==> src/rtl/fetch_unit.sv <==
// fetch_unit: issues instruction-memory reads for the current PC and queues PC-tagged instructions for decode
// Ports: clk/rst (sync, active-high); pc in, pc_advance out (select pc+4); flush redirect;
//   imem_req/imem_addr out, imem_ack/imem_rdata in; instr_valid/instr/instr_pc out, instr_ready in;
//   fault out (sticky misaligned PC, cleared by flush or rst).
module fetch_unit #(
  parameter int ADDR_W = 10,
  parameter int DEPTH  = 2
) (
  input  logic              clk,
  input  logic              rst,
  input  logic [31:0]       pc,
  output logic              pc_advance,
  input  logic              flush,
  output logic              imem_req,
  output logic [ADDR_W-1:0] imem_addr,
  input  logic              imem_ack,
  input  logic [31:0]       imem_rdata,
  output logic              instr_valid,
  output logic [31:0]       instr,
  output logic [31:0]       instr_pc,
  input  logic              instr_ready,
  output logic              fault
);
  localparam int PW = $clog2(DEPTH);
  localparam int CW = PW + 1;
  typedef enum logic [1:0] {IDLE, WAIT, DRAIN} state_t;
  state_t state_q, state_d;
  logic [CW-1:0] count_q, count_d;
  logic [PW-1:0] rd_q, rd_d, wr_q, wr_d, head, flush_ptr;
  logic [31:0] req_pc_q, req_pc_d;
  logic fault_q, fault_d;
  logic [31:0] data_q [DEPTH];
  logic [31:0] data_d [DEPTH];
  logic [31:0] tag_q [DEPTH];
  logic [31:0] tag_d [DEPTH];
  logic issue, push, pop, misalign;
  always_ff @(posedge clk) begin
    if (rst) begin
      state_q  <= IDLE;
      count_q  <= '0;
      rd_q     <= '0;
      wr_q     <= '0;
      req_pc_q <= '0;
      fault_q  <= 1'b0;
      data_q   <= '{default: '0};
      tag_q    <= '{default: '0};
    end else begin
      state_q  <= state_d;
      count_q  <= count_d;
      rd_q     <= rd_d;
      wr_q     <= wr_d;
      req_pc_q <= req_pc_d;
      fault_q  <= fault_d;
      data_q   <= data_d;
      tag_q    <= tag_d;
    end
  end
  always_comb begin
    state_d = (state_q == IDLE) ? (issue ? WAIT : IDLE) :
              imem_ack ? IDLE :
              (state_q == WAIT && !flush) ? WAIT : DRAIN;
  end
  always_comb begin
    issue      = (state_q == IDLE) & ~rst & ~flush & ~fault_q & (pc[1:0] == 2'b00) & (count_q < CW'(DEPTH));
    imem_req   = issue;
    pc_advance = issue;
  end
  assign imem_addr   = pc[ADDR_W+1:2];
  assign misalign    = (state_q == IDLE) & ~flush & ~fault_q & (pc[1:0] != 2'b00);
  assign push        = (state_q == WAIT) & imem_ack & ~flush;
  assign instr_valid = count_q != '0;
  assign pop         = instr_valid & instr_ready & ~flush;
  assign fault       = fault_q;
  // When empty, show the slot just behind the read pointer so the last head stays visible.
  assign head        = instr_valid ? rd_q : rd_q - PW'(1);
  assign instr       = data_q[head];
  assign instr_pc    = tag_q[head];
  // A flush steps both pointers past the current head, keeping it as the held display value.
  assign flush_ptr   = rd_q + PW'(instr_valid);
  always_comb begin
    req_pc_d = issue ? pc : req_pc_q;
    fault_d  = flush ? 1'b0 : (fault_q | misalign);
    count_d  = flush ? '0 : count_q + CW'(push) - CW'(pop);
    wr_d     = flush ? flush_ptr : (push ? wr_q + PW'(1) : wr_q);
    rd_d     = flush ? flush_ptr : (pop ? rd_q + PW'(1) : rd_q);
    data_d   = data_q;
    tag_d    = tag_q;
    if (push) begin
      data_d[wr_q] = imem_rdata;
      tag_d[wr_q]  = req_pc_q;
    end
  end
endmodule

==> config.mk <==
export PLATFORM = sky130hd
export DESIGN_NAME = fetch_unit
export DESIGN_NICKNAME = d
export VERILOG_FILES = /design/src/rtl/fetch_unit.sv
export SDC_FILE = /design/constraint.sdc
export NUM_CORES = 1
export LEC_CHECK = 0
export CAP_MARGIN = 30
export CORE_ASPECT_RATIO = 1.2
export CORE_MARGIN = 4
export CORE_UTILIZATION = 54
export DETAILED_ROUTE_END_ITERATION = 6
export PLACE_DENSITY_LB_ADDON = 0.08
export SLEW_MARGIN = 10
export SYNTH_ARGS = -nofsm -noshare
export SYNTH_HDL_FRONTEND = slang
export SYNTH_SLANG_ARGS = --single-unit
==> constraint.sdc <==
create_clock -name clk -period 3.4 [get_ports clk]
set_input_delay 0.51 -clock clk [delete_from_list [all_inputs] [get_ports clk]]
set_output_delay 0.51 -clock clk [all_outputs]
set_load 0.005 [all_outputs]
==> metrics.log, run 1 <==
INFO  metric cts.sinks = 167
INFO  metric pwr-share-clk = 46.4%
INFO  metric status = finished, final reports clean
INFO  metric post-synth-top-count-cell = sky130_fd_sc_hd__dfxtp_1
INFO  metric netlist_instances = 798
INFO  metric timing.setup.tns = 0 ns
INFO  metric grt_pass1_vias = 6159
INFO  metric number_of_i_o_port_buffers = 146
INFO  metric critPathRequiredTime = 2.89 ns
INFO  metric slowest_delay = 0.45 ns
INFO  metric synthToLayoutAreaGrowth = 25.7%
INFO  metric gp_routability_congestion = 0.761
INFO  metric max_clock_freq = 317 MHz
INFO  metric mappedNetlistArea = 7830 um2
INFO  metric p_leak = 3.83 nW
INFO  metric share_seq_of_total_power = 47.5%
INFO  metric cp-end-kind = output pin
INFO  metric synth-warning-count = 0
INFO  metric io_pins = 147
INFO  metric sum_of_overflow_across_all_layers_after_global_routing = 0
INFO  metric drc_violations_left = 0
INFO  metric yosys_register_bits = 167
INFO  metric drt-wirelength-per-cell = 17.2 um
INFO  metric clk_pin_slew = 0.06 ns
INFO  metric worstPathCellList = o21ai_0 -> and2_4 -> buf_4 -> mux2_4 -> clkdlybuf4s50_1
INFO  metric number_of_enable_flip_flop_cells_after_synthesis = 0
INFO  metric synth_area_per_cell = 9.81 um2
INFO  metric global_route_wire_length_before_repair = 30.2 mm
INFO  metric final_net_count = 966
INFO  metric design.core.area = 14000 um2
INFO  metric setup.reg_to_reg.worst_slack = 1.37 ns
INFO  metric worst_hold_path_type = input port to flop
INFO  metric global_route_usage_over_all_layers = 22.4%
INFO  metric synth_seq_area_share = 42.7%
INFO  metric power_spent_charging_and_discharging_nets = 0.869 mW
INFO  metric post_cts.repair.setup_buffers = 0
INFO  metric synthesis.nets = 869
INFO  metric start_util = 55.9%
INFO  metric worst_slew_pin_slew = 0.852 ns
INFO  metric detailedPlacementHpwl = 11.5 mm
INFO  metric critical_path.slowest_cell = sky130_fd_sc_hd__and2_4
INFO  metric combinational_share_of_power = 6.0%
INFO  metric antenna_found_initial = 0
INFO  metric powerDensity = 424 nW/um2
INFO  metric layout_min_cycle_time = 3.16 ns
INFO  metric power.ir.vdd_worst = 0.000217 V
INFO  metric max_cap_violations = 0
INFO  metric kind_of_critical_path = flop to output pin
INFO  metric ys.flop_type = sky130_fd_sc_hd__dfxtp_1
INFO  metric count_of_final_max_slew_check_failures = 0
INFO  metric clock-skew-final = 0.00537 ns
INFO  metric post_cts_resize_count = 0
INFO  metric grt_max_degree = 110
INFO  metric setup_viol_count_final = 0
INFO  metric critPathMaxFanout = 20
INFO  metric cts_inserted_buffers = 17
INFO  metric switching_share = 20.8%
INFO  metric n_antenna_cell = 0
INFO  metric async_reset_ff_share = 0%
INFO  metric clock_insertion_delay_worst_skew = 0.42 ns
INFO  metric cp.arrival = 2.65 ns
INFO  metric hold_slack = 0.457 ns
INFO  metric drt_iter0_drc = 367
INFO  metric dr.pass1.iters = 5
INFO  metric cts_hold_repair.buffers = 0
INFO  metric netlist.area_leader.share = 42.7%
INFO  metric yosysUniqueCellTypes = 36
INFO  metric ant_nets = 0
INFO  metric startpoint_type = flop
INFO  metric layout-drive-gt1-share = 12.3%
INFO  metric p_int = 3.30 mW
INFO  metric standard_cell_rows = 47
INFO  metric die_w = 118 um
INFO  metric avgViaCountPerCell = 5.47
INFO  metric post_synth_most_frequent_cells = sky130_fd_sc_hd__dfxtp_1, sky130_fd_sc_hd__nand2b_1, sky130_fd_sc_hd__o21ai_0
INFO  metric cts.path.max_buffers = 2
INFO  metric detailroute.via_count = 5907
INFO  metric timing.final.hold_violations = 0
INFO  metric htreeDepth = 4
INFO  metric synth_top_cells_by_area = sky130_fd_sc_hd__dfxtp_1, sky130_fd_sc_hd__mux2_4, sky130_fd_sc_hd__nand2b_1
INFO  metric die_area = 16500 um2
INFO  metric totalWireLength = 18.5 mm
INFO  metric slew-limit-headroom = 43.2%
INFO  metric clock_tree_root_buffer_cell = sky130_fd_sc_hd__clkbuf_16
INFO  metric die-height = 140 um
INFO  metric unrepaired_setup_endpoints_after_global_routing = false
INFO  metric cts_tree = built
INFO  metric yosys.area.top_type = sky130_fd_sc_hd__dfxtp_1
INFO  metric post-route-period-util = 92.8%
INFO  metric final.fill_count = 1078
## worst max-delay path, delay by kind of cell (launching register included)
kind | cells | cell delay [ns]
AOI/OAI and AO/OA | 1 | 0.24
muxes | 1 | 0.33
buffers and inverters | 2 | 0.82
and+or+nand+nor | 1 | 0.45
DFF | 1 | 0.36
## layer usage
metal / vias up / share of wire [%] / wire length, um / GRT usage [%]
li1: 2912 / - / - / -
met1: 2836 / 44 / 8070 / 27.3
met5: - / 0 / 0 / 0
met3: 20 / 4.8 / 888 / 5.32
met2: 139 / 50 / 9280 / 38.8
met4: 0 / 1.5 / 285 / 7.59
## power groups by stage
stage | sequential, mW | clock (mW) | combinational, mW
3_3_place_gp | 2.03 | 0 | 0.246
5_1_grt | 1.98 | 2.04 | 0.269
6_report | 1.98 | 1.94 | 0.251
2_1_floorplan | 2.02 | 0 | 0.130
3_5_place_dp | 2.03 | 0 | 0.250
4_1_cts | 1.98 | 1.97 | 0.251
## cells by family after synthesis
family	count (synthesis)	synth area share (%)
and+or+nand+nor	248	20.1
DFF	167	42.7
AOI/OAI and AO/OA	166	10.7
muxes	128	20.3
buffers and inverters	85	5.69
xor gates and xnor gates	2	0.224
adders and majority gates	2	0.320
## final cells by class
cell class / instances / area [um2] / share of cell area [%]
tap: 171 / 214 / 2.18
inverter: 4 / 15.0 / 0.153
multi-input combinational: 546 / 4060 / 41.3
clock inverter: 7 / 90.1 / 0.916
timing repair buffer: 159 / 1590 / 16.2
clock buffer: 25 / 515 / 5.24
sequential: 167 / 3340 / 34.0
## path summary, 6_finish.rpt
path                       end   startpoint  cells after the start
setup reg to reg    count_q[1]   state_q[0]                      8
hold / removal       tag_q[46]          rst                      3
hold reg to reg    req_pc_q[1]  req_pc_q[1]                      1
setup / recovery  instr_pc[22]   count_q[1]                      5
## stage by stage
| step | cell area (um2) | setup slack [ns] | std cells | total power, mW | utilization (%) |
|---|---|---|---|---|---|
| final | 9840 | 0.244 | 1079 | 4.17 | 70.3 |
| after global routing | 9840 | 0.112 | 1079 | 4.29 | 70.3 |
| after CTS | 9840 | 0.213 | 1079 | 4.20 | 70.3 |
| after detailed placement | 9230 | 0.587 | 1047 | 2.28 | 66.0 |
| after global placement | 9230 | 0.730 | 1047 | 2.27 | 66.0 |
| after floorplan | 7830 | 1.07 | 798 | 2.15 | - |
## cell usage in the layout, fill, tap and decap left out, drive strengths merged, types with 2 or more instances in the layout
| cell type | instances |
|---|---|
| a21oi | 3 |
| and2 | 3 |
| buf | 14 |
| bufinv | 2 |
| clkbuf | 25 |
| clkdlybuf4s50 | 145 |
| clkinv | 3 |
| clkinvlp | 2 |
| dfxtp | 167 |
| ha | 2 |
| inv | 4 |
| mux2 | 64 |
| mux2i | 64 |
| nand2 | 3 |
| nand2b | 129 |
| nand3 | 14 |
| nand4b | 16 |
| nor2 | 5 |
| nor2b | 64 |
| nor3 | 3 |
| nor3b | 3 |
| nor4 | 2 |
| o21ai | 160 |
| or3 | 2 |
| xor2 | 2 |
## registers in the layout, indices dropped and copies added (netlist names)
signal and flops:
req_pc_q 32, data_q 64, rd_q 1, wr_q 1, tag_q 64, fault 1
count_q 2, state_q 2
Power figures use the tool's default switching activity.
==> run 2, diff against run 1 <==
- CTS_CLUSTER_DIAMETER: not set -> 50
==> results of run 2 <==
Final layout, timing and power as in run 1 (identical DEF).
==> run 3, diff against run 2 <==
- CAP_MARGIN: 30 -> not set
==> results of run 3 <==
Final layout, timing and power as in run 1 (identical DEF).
